## config.mk

```make
export PLATFORM = sky130hd
export DESIGN_NAME = mac_accumulator_flat
export DESIGN_NICKNAME = d
export VERILOG_FILES = /design/src/rtl/mac_accumulator_if.sv /design/src/rtl/mac_accumulator.sv /design/src/flat_wrapper.sv
export SDC_FILE = /design/constraint.sdc
export NUM_CORES = 1
export LEC_CHECK = 0
export BUFFER_PORTS_ARGS = -buffer_cell sky130_fd_sc_hd__buf_2
export CAP_MARGIN = 20
export CORE_MARGIN = 2
export CORE_UTILIZATION = 45
export CTS_CLUSTER_DIAMETER = 30
export DETAILED_ROUTE_END_ITERATION = 16
export PLACE_DENSITY_LB_ADDON = 0.12
export SKIP_CTS_REPAIR_TIMING = 1
export SYNTH_ARGS = -nofsm -noshare
export SYNTH_HDL_FRONTEND = slang
export SYNTH_SLANG_ARGS = --single-unit
```

## constraint.sdc

```tcl
create_clock -name i_clk -period 6.6 [get_ports i_clk]
set_clock_uncertainty 0.15 [all_clocks]
set_input_delay 0.66 -clock i_clk [delete_from_list [all_inputs] [get_ports i_clk]]
set_output_delay 0.66 -clock i_clk [all_outputs]
set_load 0.05 [all_outputs]
```

## src/rtl/mac_accumulator_if.sv

```systemverilog
// Sample/coefficient input bundle and frame-sum output bundle for mac_accumulator.
// The o_ovf signal exists only when MAC_ACCUM_OVF_DET_EN is defined.
interface mac_accumulator_if #(
  parameter int unsigned IWID = 16,
  parameter int unsigned AWID = 40
);

  logic                   i_ce;
  logic signed [IWID-1:0] i_sample;
  logic signed [IWID-1:0] i_coef;
  logic                   i_clear;

  logic                   o_ce;
  logic signed [AWID-1:0] o_acc;
  logic                   o_busy;

`ifdef MAC_ACCUM_OVF_DET_EN
  logic                   o_ovf;

  modport master (
    output i_ce, i_sample, i_coef, i_clear,
    input  o_ce, o_acc, o_busy, o_ovf
  );

  modport slave (
    input  i_ce, i_sample, i_coef, i_clear,
    output o_ce, o_acc, o_busy, o_ovf
  );
`else
  modport master (
    output i_ce, i_sample, i_coef, i_clear,
    input  o_ce, o_acc, o_busy
  );

  modport slave (
    input  i_ce, i_sample, i_coef, i_clear,
    output o_ce, o_acc, o_busy
  );
`endif

endinterface

```

## src/rtl/mac_accumulator.sv

```systemverilog
// Two-stage signed multiply-accumulate: sums NACC products per frame, one o_ce per frame.
// Optional per-frame signed-overflow flag o_ovf when MAC_ACCUM_OVF_DET_EN is defined.
module mac_accumulator #(
  parameter int unsigned IWID = 16,
  parameter int unsigned AWID = 40,
  parameter int unsigned NACC = 8
) (
  input logic              i_clk,
  input logic              i_reset_n,
  mac_accumulator_if.slave bus
);

  localparam int unsigned PWID = 2 * IWID;
  localparam int unsigned CWID = $clog2(NACC);
  localparam logic [CWID-1:0] LastTap = CWID'(NACC - 1);

  typedef enum logic [0:0] {
    StIdle,
    StAccum
  } state_e;

  state_e                 state_q;
  logic signed [PWID-1:0] p_q;
  logic                   p_vld_q;
  logic signed [AWID-1:0] acc_q;
  logic [CWID-1:0]        cnt_q;
  logic                   o_ce_q;
  logic signed [AWID-1:0] o_acc_q;

  logic signed [AWID-1:0] p_ext;
  logic signed [AWID-1:0] sum;

  // Size cast on a signed operand sign-extends the product to accumulator width.
  assign p_ext = AWID'(p_q);
  assign sum   = acc_q + p_ext;

`ifdef MAC_ACCUM_OVF_DET_EN
  logic ovf_q;
  logic o_ovf_q;
  logic add_ovf;

  // Same-sign operands producing a different-sign result means the add wrapped.
  assign add_ovf = (acc_q[AWID-1] == p_ext[AWID-1]) && (sum[AWID-1] != acc_q[AWID-1]);
  assign bus.o_ovf = o_ovf_q;
`endif

  always_ff @(posedge i_clk) begin
    if (!i_reset_n) begin
      state_q <= StIdle;
      p_q     <= '0;
      p_vld_q <= 1'b0;
      acc_q   <= '0;
      cnt_q   <= '0;
      o_ce_q  <= 1'b0;
      o_acc_q <= '0;
`ifdef MAC_ACCUM_OVF_DET_EN
      ovf_q   <= 1'b0;
      o_ovf_q <= 1'b0;
`endif
    end else if (bus.i_clear) begin
      // Abort the frame; the last completed sum stays visible on o_acc.
      state_q <= StIdle;
      p_vld_q <= 1'b0;
      acc_q   <= '0;
      cnt_q   <= '0;
      o_ce_q  <= 1'b0;
`ifdef MAC_ACCUM_OVF_DET_EN
      ovf_q   <= 1'b0;
`endif
    end else begin
      p_vld_q <= bus.i_ce;
      if (bus.i_ce) begin
        p_q <= PWID'(bus.i_sample) * PWID'(bus.i_coef);
      end
      o_ce_q <= 1'b0;

      if (p_vld_q) begin
        case (state_q)
          StIdle: begin
            acc_q   <= p_ext;
            cnt_q   <= CWID'(1);
            state_q <= StAccum;
`ifdef MAC_ACCUM_OVF_DET_EN
            ovf_q   <= 1'b0;
`endif
          end
          StAccum: begin
            if (cnt_q == LastTap) begin
              o_acc_q <= sum;
              o_ce_q  <= 1'b1;
              acc_q   <= '0;
              cnt_q   <= '0;
              state_q <= StIdle;
`ifdef MAC_ACCUM_OVF_DET_EN
              o_ovf_q <= ovf_q | add_ovf;
              ovf_q   <= 1'b0;
`endif
            end else begin
              acc_q <= sum;
              cnt_q <= cnt_q + CWID'(1);
`ifdef MAC_ACCUM_OVF_DET_EN
              ovf_q <= ovf_q | add_ovf;
`endif
            end
          end
          default: begin
            state_q <= StIdle;
          end
        endcase
      end
    end
  end

  assign bus.o_ce   = o_ce_q;
  assign bus.o_acc  = o_acc_q;
  assign bus.o_busy = (state_q == StAccum) | p_vld_q;

endmodule

```

## src/flat_wrapper.sv

```systemverilog
// flat-port wrapper written by rule: the top's interface ports become plain ports
module mac_accumulator_flat 
#(
  parameter int unsigned IWID = 16,
  parameter int unsigned AWID = 40,
  parameter int unsigned NACC = 8
)
  (i_clk, i_reset_n, bus_i_ce, bus_i_sample, bus_i_coef, bus_i_clear, bus_o_ce, bus_o_acc, bus_o_busy);
  mac_accumulator_if #(.IWID(IWID), .AWID(AWID)) bus_i ();
  input logic i_clk;
  input logic i_reset_n;
  input wire logic [$bits(bus_i.i_ce)-1:0] bus_i_ce;
  input wire logic [$bits(bus_i.i_sample)-1:0] bus_i_sample;
  input wire logic [$bits(bus_i.i_coef)-1:0] bus_i_coef;
  input wire logic [$bits(bus_i.i_clear)-1:0] bus_i_clear;
  output wire logic [$bits(bus_i.o_ce)-1:0] bus_o_ce;
  output wire logic [$bits(bus_i.o_acc)-1:0] bus_o_acc;
  output wire logic [$bits(bus_i.o_busy)-1:0] bus_o_busy;
  assign bus_i.i_ce = bus_i_ce;
  assign bus_i.i_sample = bus_i_sample;
  assign bus_i.i_coef = bus_i_coef;
  assign bus_i.i_clear = bus_i_clear;
  assign bus_o_ce = bus_i.o_ce;
  assign bus_o_acc = bus_i.o_acc;
  assign bus_o_busy = bus_i.o_busy;
  mac_accumulator #(.IWID(IWID), .AWID(AWID), .NACC(NACC)) u_core (.i_clk(i_clk), .i_reset_n(i_reset_n), .bus(bus_i));
endmodule
```

Word level (Yosys, flattened, before mapping)
Cells that the tools add are included.
{"block": "classes", "eq_ne": 1, "reduce_logical": 4, "bitwise": 5, "muxes": 7, "n_mul": 1, "add_sub_neg": 2}
{"operator": "$pmux 40 s2", "n": 1}
{"operator": "$add 40x32->40", "n": 1}
{"operator": "$mux 40", "n": 1}
{"operator": "$mul 16x16->32", "n": 1}
{"operator": "$pmux 3 s2", "n": 1}
{"operator": "$not 1->1", "n": 4}
{"operator": "$reduce_and 4->1", "n": 1}
{"operator": "$reduce_or 4->1", "n": 1}
{"operator": "$add 3x1->3 const B", "n": 1}
{"operator": "$eq 3x3->1 const B", "n": 1}
{"operator": "$mux 3", "n": 1}
{"operator": "$mux 1", "n": 2}
{"operator": "$pmux 1 s2", "n": 1}
{"operator": "$reduce_and 2->1", "n": 1}
{"operator": "$reduce_or 2->1", "n": 1}
{"operator": "$or 1x1->1", "n": 1}
{"block": "totals", "word_cells": 27, "reg_bits": 118, "out_inout_bits": 42, "inputBits": 36}

Longest topological paths before layout
{"block": "depth", "word_depth": 3, "ltp_mapped": 23, "ltp_nobuf": 22}

Worst setup path after synthesis
No wires, ideal clock.
{"block": "synth_timing", "path_type": "in2reg", "from": "input bus_i_sample[15]", "to": "register u_core.p_q[30]", "cell_stages": 20, "setup_ns": 0.069, "t_required_ns": 6.381, "arrival_time_ns": 6.078, "n_path_buf": 1, "slack_ns": 0.303, "path_cell_list": "clkbuf_1 > nand2_1 > inv_1 > fa_1 > fa_1 > inv_1 > fa_1 > fa_1 > fa_1 > fa_1 > inv_1 > ha_1 > and3_1 > nand4_1 > a21o_1 > a31o_1 > a31oi_1 > a31oi_1 > xor2_1 > o21ai_1"}
{"block": "synth_between", "elab_chain_len": 1}
{"element": "from (decl)", "line_no": "flat_wrapper.sv:13", "rtl": "input wire logic [$bits(bus_i.i_sample)-1:0] bus_i_sample;"}
{"element": "$mul 16x16->32", "line_no": "mac_accumulator.sv:73", "rtl": "p_q <= PWID'(bus.i_sample) * PWID'(bus.i_coef);"}
{"element": "to (signal assigned)", "line_no": "mac_accumulator.sv:73"}
{"element": "to (decl)", "line_no": "mac_accumulator.sv:23", "rtl": "logic signed [PWID-1:0] p_q;"}
Every way passes these cells.
A chain may end at the register's enable or synchronous reset.

Worst setup path in the final report
{"block": "layout_timing", "from": "input bus_i_coef[1]", "to": "register u_core.p_q[31]"}
{"block": "layout_between", "elab_chain_len": 1}
{"element": "from (decl)", "line_no": "flat_wrapper.sv:14", "rtl": "input wire logic [$bits(bus_i.i_coef)-1:0] bus_i_coef;"}
{"element": "$mul 16x16->32", "line_no": "mac_accumulator.sv:73"}
Every way passes these cells.

==> out/metrics.csv <==
metric,value,unit
status,"finished, final reports clean",
drt_iter0_markers,559,
grt_max_degree,61,
via_count,12849,
rsz0062_at_grt,false,
root_buffer,clkbuf_16,
crit_fanout,16,
h-tree-depth,4,
rows,70,
ys_seq_elements,118,
ys.flop_type,dfxtp_1,
cts_made_buffers,17,
place_inst,2438,
tightest_slew,1.125,ns
timing.fmax,0.1621,GHz
fin_ws,0.4305,ns
dp_hpwl,33060,um
wl_per_cell,16.57,um
synthesis.nets,2353,
grt_overflow,0,
synthArstFlopShare,0,
ir_drop,0.6507,mV
hold_viol,0,
synth_top_area_share,0.3198,
synthMostInstantiatedCell,inv_1,
crit_arrival,6.34,ns
drc_errors,0,
syn_area,0.01646,mm^2
yosysWarnings,0,
synth_top_cells_by_area,"fa_1, dfxtp_1, ha_1",
antennaDiodeCount,0,
gp_congestion,0.8838,
slew_headroom,0.2503,
seq_area_frac_synth,0.1435,
fin_crit_sh,0.9348,
startpoint_type,primary input,
critPathRequiredTime,6.77,ns
synth-adder-area-share,0.4133,
yosys.area.top_type,fa_1,
critPathKind,primary input to flip-flop,
syn_to_final_growth,9.675,%
cap_violations,0,
track_usage,0.2236,
setup_tns,0,ns
drt_wl_total,40940,um
yosys.area_share.simple,0.1709,
ant_nets,0,
hold_class,flip-flop to flip-flop,
num-fill-cells,3560,
grt_pass1_vias,13304,
p_per_area,612.6,mW/mm^2
end_kind,flip-flop,
antenna_found_initial,0,
die-area,0.03813,mm^2
clockBufferDepth,2,
finalNetCount,2411,
initial_core_util,0.4529,
ys_types,73,
syn_inst,1931,
die_h,195.3,um
synthMuxAreaShare,0.0006080,
grt_pass1_wl,69110,um
synth-compound-area-share,0.1392,
place_ws,0.02325,ns
hold_ws,0.2978,ns
drv_slew,0,
synth_edf_count,0,
io_pins,78,
synth_common_cells,"inv_1, nand2_1, fa_1",
synth_top_family_by_area,adder cells,
clk_latency,0.43,ns
core_area,0.03635,mm^2
leakage,8.723,nW
instances_no_fill,2470,
avgSynthCellArea,8.526,um^2
io_buffers,77,
finalCriticalPeriod,6.170,ns
die_w,195.3,um
synth_xor_area_frac,0.03884,
first_pass_iters,7,
clock_sinks,118,
cts_tree,yes,
vias_per_cell,5.202,
cts.reportedPaths.clkPinSlew,0.06,ns
finalSetupViolations,0,
drive_gt1_frac,0.09241,
==> metal layers <==
metal	GRT usage	wire [um]	vias to the layer above
met4	0.05485	673	0
met1	0.3182	20270	6219
met5	0	0	-
met3	0.02746	1681	42
li1	-	-	6288
met2	0.3634	18310	300
==> flip-flops by register name (all words and copies together), names as in the netlist <==
| signal | count |
|---|---|
| u_core.acc_q | 40 |
| u_core.bus.o_acc | 40 |
| u_core.p_q | 32 |
| u_core.cnt_q | 3 |
| u_core.bus.o_ce | 1 |
| u_core.p_vld_q | 1 |
| u_core.state_q | 1 |
==> cell type report <==
cell class	instances	area, um^2	share of cell area
tap	468	585.6	0.03243
clock inverter	14	151.4	0.008385
clock buffer	18	439.2	0.02432
multi-input combinational	1405	12570	0.6963
sequential	118	2364	0.1309
inverter	325	1220	0.06756
timing repair buffer	122	723.2	0.04005
==> per-stage QoR <==
stage | area (um^2) | power (W) | util
2_1_floorplan | 16460 | 0.007989 | -
3_3_place_gp | 17470 | 0.01005 | 0.4805
3_5_place_dp | 17470 | 0.01018 | 0.4805
4_1_cts | 18060 | 0.01117 | 0.4968
5_1_grt | 18060 | 0.01245 | 0.4968
6_report | 18060 | 0.01106 | 0.4968
==> worst max-delay path, cell delays in order <==
cell and delay [ns]:
buf_2 0.22, nand2_1 0.17, inv_1 0.10, fa_1 0.74, fa_1 0.49, fa_1 0.49, fa_1 0.51, fa_1 0.50
inv_1 0.05, fa_1 0.47, inv_1 0.04, ha_1 0.35, and3_1 0.23, nand2_1 0.07, nor3_1 0.49, o31ai_1 0.23
o21ai_1 0.28, a21oi_1 0.10, nand2b_1 0.14
==> cell families after synthesis <==
group | count (synthesis)
simple gates | 597
buf+inv | 408
fa+ha+maj | 386
compound gates | 348
flops | 118
xor+xnor | 73
mux | 1
==> power by group <==
part           total, W  switching [W]  internal (W)
registers      0.000823      0.0000486      0.000775
clock network  0.000929       0.000361      0.000568
logic           0.00931        0.00504       0.00427
total            0.0111        0.00545       0.00561
==> cells in the final DEF (no fill, tap or decap), types with 7 or more instances in the layout <==
cell type  count
inv_1        322
nand2_1      265
fa_1         263
ha_1         123
and2_1       122
a21oi_1      122
dfxtp_1      117
nor2_1        83
buf_2         77
o21ai_0       53
xnor2_1       49
buf_4         45
nand3_1       35
a21o_1        27
nor3_1        24
xor2_1        24
a211oi_1      22
nand2b_1      17
clkbuf_16     17
a221oi_1      16
a31oi_1       15
o21a_1        12
o211ai_1      10
o21bai_1       8
o21ai_1        8
and3_1         7
nand4_1        7
==> final timing paths <==
check / from / end / slack, ns / depth (start not counted)
worst max-delay path: bus_i_coef[1] / u_core.p_q[31] / 0.43 / 19
worst min-delay path: u_core.bus.o_acc[0] / u_core.bus.o_acc[0] / 0.30 / 2
worst max register to register: u_core.p_q[0] / u_core.acc_q[32] / 3.14 / 12
worst min register to register: u_core.bus.o_acc[0] / u_core.bus.o_acc[0] / 0.30 / 2
No activity file was read; power rests on OpenSTA's default activity.
